## src/rtl/rst_seq_ctrl_if.sv

```systemverilog
// rst_seq_ctrl_if: delay/request inputs and sequenced reset outputs of rst_seq_ctrl
interface rst_seq_ctrl_if #(
  parameter int NUM_RST = 4,
  parameter int CNT_W   = 8
);
  logic [CNT_W-1:0]   i_dly;
  logic               i_sw_rst_req;
  logic               o_sw_rst_ack;
  logic [NUM_RST-1:0] o_rstn;
  logic               o_done;
  logic               o_busy;
  modport master (output i_dly, i_sw_rst_req, input o_sw_rst_ack, o_rstn, o_done, o_busy);
  modport slave  (input i_dly, i_sw_rst_req, output o_sw_rst_ack, o_rstn, o_done, o_busy);
endinterface

```

## src/rtl/rst_seq_ctrl.sv

```systemverilog
// rst_seq_ctrl: releases NUM_RST downstream resets in index order with a programmable gap,
// with software re-reset handshake and DFT/scan overrides
module rst_seq_ctrl #(
  parameter int NUM_RST = 4,
  parameter int CNT_W   = 8
) (
  input  logic i_clk,
  input  logic i_rstn,
  input  logic i_dft_mode,
  input  logic i_dft_rstn,
  input  logic i_scan_mode,
  rst_seq_ctrl_if.slave bus
);
  localparam int IW = $clog2(NUM_RST);
  typedef enum logic [1:0] {LOAD, WAIT, DONE} state_t;
  state_t             state_q, state_d;
  logic [IW-1:0]      idx_q, idx_d;
  logic [CNT_W-1:0]   cnt_q, cnt_d, d_m1;
  logic [NUM_RST-1:0] rstn_q, rstn_d;
  logic               done_q, done_d, busy_q, busy_d, ack_q, ack_d;
  logic               ctl_rstn;
  assign ctl_rstn = i_dft_mode ? i_dft_rstn : i_rstn;
  // a zero delay behaves as one cycle, so the reload value is max(i_dly,1)-1
  assign d_m1 = bus.i_dly - CNT_W'(bus.i_dly != '0);
  always_comb begin
    state_d = state_q;
    idx_d   = idx_q;
    cnt_d   = cnt_q;
    rstn_d  = rstn_q;
    done_d  = done_q;
    busy_d  = busy_q;
    ack_d   = 1'b0;
    case (state_q)
      LOAD: begin
        cnt_d   = d_m1;
        state_d = WAIT;
      end
      WAIT: begin
        if (cnt_q != '0) cnt_d = cnt_q - CNT_W'(1);
        else begin
          rstn_d[idx_q] = 1'b1;
          if (idx_q == IW'(NUM_RST - 1)) begin
            done_d  = 1'b1;
            busy_d  = 1'b0;
            state_d = DONE;
          end else begin
            idx_d = idx_q + IW'(1);
            cnt_d = d_m1;
          end
        end
      end
      default: state_d = state_q;
    endcase
    if (bus.i_sw_rst_req) begin
      rstn_d  = '0;
      done_d  = 1'b0;
      busy_d  = 1'b1;
      idx_d   = '0;
      cnt_d   = d_m1;
      state_d = WAIT;
      ack_d   = 1'b1;
    end
  end
  always_ff @(posedge i_clk or negedge ctl_rstn)
    if (!ctl_rstn) begin
      state_q <= LOAD;
      idx_q   <= '0;
      cnt_q   <= '0;
      rstn_q  <= '0;
      done_q  <= 1'b0;
      busy_q  <= 1'b1;
      ack_q   <= 1'b0;
    end else begin
      state_q <= state_d;
      idx_q   <= idx_d;
      cnt_q   <= cnt_d;
      rstn_q  <= rstn_d;
      done_q  <= done_d;
      busy_q  <= busy_d;
      ack_q   <= ack_d;
    end
  assign bus.o_rstn       = i_scan_mode ? {NUM_RST{i_dft_rstn}} : rstn_q;
  assign bus.o_done       = done_q;
  assign bus.o_busy       = busy_q;
  assign bus.o_sw_rst_ack = ack_q;
endmodule

```

## src/flat_wrapper.sv

```systemverilog
// flat-port wrapper written by rule: the top's interface ports become plain ports
module rst_seq_ctrl_flat 
#(
  parameter int NUM_RST = 4,
  parameter int CNT_W   = 8
)
  (i_clk, i_rstn, i_dft_mode, i_dft_rstn, i_scan_mode, bus_i_dly, bus_i_sw_rst_req, bus_o_sw_rst_ack, bus_o_rstn, bus_o_done, bus_o_busy);
  rst_seq_ctrl_if #(.NUM_RST(NUM_RST), .CNT_W(CNT_W)) bus_i ();
  input  logic i_clk;
  input  logic i_rstn;
  input  logic i_dft_mode;
  input  logic i_dft_rstn;
  input  logic i_scan_mode;
  input wire logic [$bits(bus_i.i_dly)-1:0] bus_i_dly;
  input wire logic [$bits(bus_i.i_sw_rst_req)-1:0] bus_i_sw_rst_req;
  output wire logic [$bits(bus_i.o_sw_rst_ack)-1:0] bus_o_sw_rst_ack;
  output wire logic [$bits(bus_i.o_rstn)-1:0] bus_o_rstn;
  output wire logic [$bits(bus_i.o_done)-1:0] bus_o_done;
  output wire logic [$bits(bus_i.o_busy)-1:0] bus_o_busy;
  assign bus_i.i_dly = bus_i_dly;
  assign bus_i.i_sw_rst_req = bus_i_sw_rst_req;
  assign bus_o_sw_rst_ack = bus_i.o_sw_rst_ack;
  assign bus_o_rstn = bus_i.o_rstn;
  assign bus_o_done = bus_i.o_done;
  assign bus_o_busy = bus_i.o_busy;
  rst_seq_ctrl #(.NUM_RST(NUM_RST), .CNT_W(CNT_W)) u_core (.i_clk(i_clk), .i_rstn(i_rstn), .i_dft_mode(i_dft_mode), .i_dft_rstn(i_dft_rstn), .i_scan_mode(i_scan_mode), .bus(bus_i));
endmodule
```

## config.mk

```make
export PLATFORM = sky130hd
export DESIGN_NAME = rst_seq_ctrl_flat
export DESIGN_NICKNAME = d
export VERILOG_FILES = /design/src/rtl/rst_seq_ctrl_if.sv /design/src/rtl/rst_seq_ctrl.sv /design/src/flat_wrapper.sv
export SDC_FILE = /design/constraint.sdc
export NUM_CORES = 1
export LEC_CHECK = 0
export ABC_AREA = 1
export CAP_MARGIN = 25
export CORE_MARGIN = 8
export CORE_UTILIZATION = 53
export DETAILED_ROUTE_END_ITERATION = 6
export GPL_ROUTABILITY_DRIVEN = 0
export PLACE_DENSITY = 0.85
export SLEW_MARGIN = 20
export SYNTH_ARGS = -nofsm -noshare
export SYNTH_HDL_FRONTEND = slang
export SYNTH_SLANG_ARGS = --single-unit
```

## constraint.sdc

```tcl
create_clock -name i_clk -period 1.8 [get_ports i_clk]
set_input_delay 0.36 -clock i_clk [delete_from_list [all_inputs] [get_ports i_clk]]
set_output_delay 0.36 -clock i_clk [all_outputs]
set_load 0.01 [all_outputs]
```

==> reports/metrics.csv, run 1 <==
stage;metric;value;unit
floorplanning;die_h;66.19;µm
floorplanning;core-area;0.002432;mm²
placed_design;hpwl;2468;µm
setup_path;crit_chain;clkdlybuf4s50_1 -> nor2_2 -> nand2_1 -> inv_1 -> nand3_2 -> ha_2 -> ha_4 -> inv_1 -> o21ai_0 -> nand3_1 -> nand3_1 -> nand2_1;
clocking;postCtsSetupRepairBufs;0;
cells_and_area;design_area;0.001692;mm²
setup_path;path_class;input pin to register;
setup_path;rrSetupSlack;0.16;ns
sta;grt_setup_unrepaired;no;
global_route;grt_most_used_layer;met2;
placed_design;dpl-instance-area;0.001637;mm²
floorplanning;core.rowCount;18;
yosys;synth_top_area_share;33.74;%
route;ant_nets;0;
sta;finalCriticalPeriod;1.720;ns
sta;setup_viol;0;
setup_path;slowest_stage;clkdlybuf4s50_1;
yosys;yosys_warnings;0;
clocking;numCtsBuffers;3;
sta;setup_tns;0;ns
clocking;cts.clk_slew.worst_paths;0.12;ns
sta;slew_viol_final;0;
power;peakVddDrop;454.6;µV
sta;clock-skew-final;0.007760;ns
clocking;cts_tree;yes;
setup_path;cp_data_arrival_time;1.93;ns
yosys;synth_area_per_cell;6.990;µm²
global_route;grt_pass1_wl;5306;µm
setup_path;crit_buf_inv;3;
clocking;htreeDepth;1;
floorplanning;die_w;66.19;µm
setup_path;cp_max_fo;4;
yosys;synthTopCellsByArea;dfrtp_1 34%, nand2_1 17%, inv_1 9.3%;
global_route;grt_max_degree;20;
route;wl;3102;µm
yosys;syn_nets;214;
sta;timing.hold.ws;0.5062;ns
sta;hold_violations;0;
setup_path;crit_cells;12;
global_route;track_usage;15.05;%
route;first_pass_iters;4;
power;power.density;609.3;mW/mm²
power;clkPwrFrac;21.2;%
global_route;met1_usage;18.73;%
yosys;yosysUniqueCellTypes;21;
yosys;synth-seq-cells;19;
sta;setup_ws;0.07965;ns
global_route;gr-total-overflow;0;
setup_path;reg2reg_depth;9;
sta;timing.final.crit_share;95.57;%
route;wl_per_cell;12.21;µm
power;cellLeakagePower;0.8606;nW
floorplanning;dieArea;0.004381;mm²
cells_and_area;final_common_cell;nand2_1;
clocking;clock_path_buffers;2;
floorplanning;initial_utilization;54.89;%
sta;slew_headroom;69.58;%
placed_design;preCtsSetupSlack;-0.3149;ns
global_route;grt_pass1_vias;1251;
yosys;yosysSeqAreaShare;35.71;%
power;internal_power;0.6818;mW
route;drc;0;
power;p_sw_share;33.85;%
yosys;netlist_instances;191;
route;drt_iter0_drc;64;
min_path;min_path_type;input pin to asynchronous set/reset pin;
route;vias_per_cell;5.177;
cells_and_area;layout_common_cells;62 x nand2_1, 32 x inv_1, 18 x nand3_1, 18 x dfrtp_1, 16 x clkdlybuf4s50_1;
cells_and_area;area_delta_synth_final;26.71;%
yosys;mappedNetlistArea;0.001335;mm²
cells_and_area;fin_cells;254;
global_route;grtUsageMet2;25.45;%
setup_path;crit_family;buffers and inverters;
clocking;clk_latency;0.30;ns
placed_design;placed_cells;250;
global_route;met3_usage;3.390;%
route;num_vias;1315;
cells_and_area;nNetsFinal;248;
setup_path;end_kind;register;
cells_and_area;drive_above_1_share;13.84;%
sta;fmax;0.5813;GHz
placed_design;io_buffer_count;20;
setup_path;max_stage_delay;0.50;ns
setup_path;cp_data_required_time;2.01;ns
run;cap_violations;0;
clocking;cts.sinks;19;
power;switchingPower;0.3489;mW
cells_and_area;filler_cell_count;206;
power;seq_power_share;49.3;%
cells_and_area;diodes;0;
setup_path;cp-start-kind;input pin;
clocking;ctsHoldBuffers;0;
setup_path;cp-startpoint;bus_i_dly[3];
clocking;cts-root-buf;clkbuf_4;
power;pwr-share-comb;29.4;%
sta;tightest_slew;0.4563;ns
run_status;status;completed;
floorplanning;num_io_pins;21;
global_route;antenna_found_initial;0;
yosys;yosys.area.top_type;dfrtp_1;
setup_path;r2r-start;u_core.cnt_q[0]$_DFFE_PN0P_;
cell type report:
cell class,count,area (µm²),share of cell area (%)
timing repair buffer,30,270.3,15.98
sequential,19,476.7,28.18
multi-input combinational,138,755.7,44.67
tap,30,37.54,2.219
clock buffer,3,22.52,1.331
inverter,33,123.9,7.323
clock inverter,1,5.005,0.2959
synth_stat cells, drive strengths merged:
| cell | number |
|---|---|
| inv | 33 |
| mux2 | 1 |
| xnor2 | 2 |
| xor2 | 2 |
| dfstp | 1 |
| ha | 9 |
| dfrtp | 18 |
| nor2 | 16 |
| o21ai | 16 |
| nand3 | 21 |
| a21oi | 4 |
| nand4 | 2 |
| nor3 | 1 |
| buf | 1 |
| nand2 | 64 |
power by group through the flow:
stage	sequential, mW	combinational (mW)	clock, mW
floorplan	0.506	0.194	0
finish	0.509	0.303	0.219
detailed placement	0.516	0.301	0
global placement	0.514	0.291	0
CTS	0.508	0.297	0.226
global route	0.514	0.345	0.248
per-layer routing:
layer  up-vias  routed length (µm)
li1        665                   -
met1       603                1389
met2        41                1457
met3         6                 215
met4         0                  39
met5         -                   0
path summary, 6_finish.rpt:
check / endpoint
max in group asynchronous: u_core.bus.o_busy$_DFFE_PN1P_
max: u_core.cnt_q[6]$_DFFE_PN0P_
min in group i_clk: u_core.state_q[0]$_DFFE_PN0P_
max reg2reg: u_core.cnt_q[6]$_DFFE_PN0P_
min reg2reg: u_core.state_q[0]$_DFFE_PN0P_
min: u_core.rstn_q[3]$_DFFE_PN0P_
logic make-up after synthesis:
kind of cell	count (synthesis)	synth area share, %
and+or+nand+nor	104	34.49
xor gates and xnor gates	4	2.625
buffers and inverters	34	10.12
adders and majority gates	9	8.435
DFF	19	35.71
muxes	1	0.8434
AOI/OAI and AO/OA	20	7.779
stage by stage:
| step | power (mW) | util, % |
|---|---|---|
| final | 1.031 | 69.55 |
| after floorplan | 0.6998 | - |
| after global placement | 0.8045 | 67.28 |
| after CTS | 1.031 | 68.21 |
| after global routing | 1.108 | 69.55 |
| after detailed placement | 0.8170 | 67.28 |
state kept, by name, summed over array words and instances, names as in the netlist:
| name | count |
|---|---|
| u_core.bus.o_busy | 1 |
| u_core.bus.o_done | 1 |
| u_core.bus.o_sw_rst_ack | 1 |
| u_core.cnt_q | 8 |
| u_core.idx_q | 2 |
| u_core.rstn_q | 4 |
| u_core.state_q | 2 |
repair_timing:
item	in CTS	in global routing
endpoints found under the setup margin	5	6
pin swaps	1	0
resized for setup	4	8
Note: power is estimated with default switching activity, not from simulation.
==> run 2, diff against run 1 <==
--- a/config.mk
+++ b/config.mk
@@ -7,10 +7,11 @@
 export LEC_CHECK = 0
 export ABC_AREA = 1
 export CAP_MARGIN = 25
+export CORE_ASPECT_RATIO = 0.6
 export CORE_MARGIN = 8
 export CORE_UTILIZATION = 53
 export DETAILED_ROUTE_END_ITERATION = 6
-export GPL_ROUTABILITY_DRIVEN = 0
+export MAX_ROUTING_LAYER = met4
 export PLACE_DENSITY = 0.85
 export SLEW_MARGIN = 20
 export SYNTH_ARGS = -nofsm -noshare
==> reports/metrics.csv, run 2 (synthesis gave the netlist of run 1 again) <==
stage;metric;value;unit;change
run_status;status;completed;;
power;internal_power;0.7652;mW;+12%
setup_path;r2r-start;u_core.cnt_q[0]$_DFFE_PN0P_;;
cells_and_area;regMostFlops;u_core.cnt_q;;
sta;setup_tns;0;ns;unchanged
placed_design;io_buffer_count;20;;unchanged
min_path;hold_depth;2;;
route;drt_iter0_drc;121;;+89%
floorplanning;core-area;0.002452;mm²;+0.82%
placed_design;hpwl;2479;µm;+0.45%
power;clkPwrFrac;26.4;%;+5.2 points
route;drc;0;;unchanged
clocking;cts_tree;yes;;
sta;setup_viol;0;;unchanged
cells_and_area;nNetsFinal;257;;+3.6%
global_route;grt_pass1_vias;1300;;+3.9%
cells_and_area;largest_register_ffs;8;;unchanged
global_route;grt_pass1_wl;5871;µm;+11%
placed_design;gp_congestion;0.9550;;
cells_and_area;seqCellArea;476.7;µm²;unchanged
clocking;clock_path_buffers;2;;unchanged
sta;clock-skew-final;0.006351;ns;-0.001409 ns
cells_and_area;reg_top3;u_core.cnt_q: 8 flops, u_core.rstn_q: 4 flops;;
floorplanning;die_h;54.88;µm;-17%
floorplanning;core.rowCount;14;;-4
sta;slew_headroom;69.94;%;+0.36 points
sta;tightest_slew;0.4509;ns;-0.005414 ns
power;switchingPower;0.3804;mW;+9.0%
setup_path;end_kind;primary output;;
clocking;ctsHoldBuffers;0;;unchanged
global_route;grt_max_degree;20;;unchanged
clocking;numCtsBuffers;3;;unchanged
sta;finalCriticalPeriod;1.666;ns;-0.05462 ns
cells_and_area;fin_util;74.54;%;+5.0 points
cells_and_area;multi_input_area;792.0;µm²;+4.8%
floorplanning;initial_utilization;54.44;%;-0.45 points
floorplanning;dieArea;0.004434;mm²;+1.2%
setup_path;cp-startpoint;u_core.bus.o_busy$_DFFE_PN1P_;;
setup_path;crit_chain;clkdlybuf4s50_1;;
route;wl;3814;µm;+23%
sta;slew_viol_final;0;;unchanged
clocking;cts-root-buf;clkbuf_8;;
floorplanning;num_io_pins;21;;unchanged
clocking;cts.sinks;19;;unchanged
clocking;clk_latency;0.26;ns;-0.04 ns
clocking;cts.clk_slew.worst_paths;0.07;ns;-0.05 ns
global_route;track_usage;18.29;%;+3.2 points
route;first_pass_iters;5;;+1
setup_path;reg2reg_depth;9;;unchanged
setup_path;crit_family;buffers and inverters;;
setup_path;slowest_stage;clkdlybuf4s50_1;;
power;p_sw_share;33.21;%;-0.64 points
cells_and_area;final_common_cell;nand2_1;;
cells_and_area;diodes;0;;unchanged
setup_path;crit_buf_inv;1;;-2
sta;setup_ws;0.1343;ns;+0.05462 ns
route;num_vias;1407;;+7.0%
sta;fmax;0.6003;GHz;+3.3%
setup_path;max_stage_delay;0.53;ns;+0.03 ns
run;cap_violations;0;;unchanged
power;seq_power_share;44.7;%;-4.6 points
min_path;min-delay-start;u_core.bus.o_done$_DFFE_PN0P_;;
cells_and_area;drive_above_1_share;19.74;%;+5.9 points
setup_path;crit_cells;1;;-11
setup_path;cp_data_arrival_time;1.31;ns;-0.62 ns
power;cellLeakagePower;0.9730;nW;+13%
power;p_total;1.146;mW;+11%
setup_path;cp_data_required_time;1.44;ns;-0.57 ns
cells_and_area;layout_common_cells;59 x nand2_1, 31 x inv_1, 19 x buf_4, 18 x nand3_1, 18 x dfrtp_1;;
placed_design;preCtsSetupSlack;-0.3799;ns;-0.06505 ns
sta;grt_setup_unrepaired;no;;
setup_path;cp-start-kind;register;;
cells_and_area;area_delta_synth_final;36.93;%;
min_path;min_path_type;register to register;;
setup_path;cp_max_fo;2;;-2
global_route;gr-total-overflow;0;;unchanged
power;pwr-share-comb;28.9;%;-0.5 points
sta;hold_violations;0;;unchanged
sta;timing.final.crit_share;92.54;%;-3.0 points
setup_path;path_class;register to primary output;;
route;vias_per_cell;5.309;;+2.6%
route;ant_nets;0;;unchanged
floorplanning;die_w;80.80;µm;+22%
clocking;htreeDepth;1;;unchanged
global_route;antenna_found_initial;0;;unchanged
power;power.density;626.7;mW/mm²;+2.9%
route;wl_per_cell;14.39;µm;+18%
power;peakVddDrop;431.9;µV;-5.0%
cells_and_area;filler_cell_count;162;;-21%
## run 2: layout make-up
type | instances | share of cell area (%)
clock buffers | 4 | 2.464
inverters | 33 | 6.776
repair buffers | 39 | 19.16
multi-input cells | 138 | 43.33
well taps | 32 | 2.190
flip-flops and latches | 19 | 26.08
## run 2: repair_timing
| item | CTS | global route |
|---|---|---|
| setup endpoints to repair | 8 | 13 |
| endpoints found under the hold margin | 0 | 0 |
| gates resized for setup | 10 | 23 |
| pin swaps | 3 | 4 |
| setup buffers | 7 | 0 |
## run 2: path summary, 6_finish.rpt
check / endpoint / slack [ns]
setup / recovery: bus_o_busy / 0.13
hold / removal: u_core.bus.o_done$_DFFE_PN0P_ / 0.48
setup reg to reg: u_core.cnt_q[7]$_DFFE_PN0P_ / 0.19
hold reg to reg: u_core.bus.o_done$_DFFE_PN0P_ / 0.48
max in group asynchronous: u_core.bus.o_busy$_DFFE_PN1P_ / 0.86
min in group asynchronous: u_core.cnt_q[5]$_DFFE_PN0P_ / 0.55
## run 2: power by group through the flow
stage | registers (mW) | clock network [mW] | logic (mW)
floorplan | 0.506 | 0 | 0.194
global placement | 0.514 | 0 | 0.297
detailed placement | 0.516 | 0 | 0.304
CTS | 0.508 | 0.306 | 0.310
global route | 0.516 | 0.327 | 0.378
finish | 0.512 | 0.302 | 0.331
## run 2: metrics by stage
step	std cells	area [µm²]	hold WS [ns]
2_1_floorplan	191	1335	0.3278
3_3_place_gp	254	1654	0.4638
3_5_place_dp	254	1654	0.4681
4_1_cts	265	1760	0.4859
5_1_grt	265	1828	0.5159
6_report	265	1828	0.4839
## run 2: layer usage
| layer | global-route usage (%) | part of all wire [%] |
|---|---|---|
| met2 | 28.48 | 43 |
| met4 | 6.176 | 1.8 |
| met3 | 5.738 | 11 |
| met1 | 22.23 | 44 |
| met5 | - | 0 |
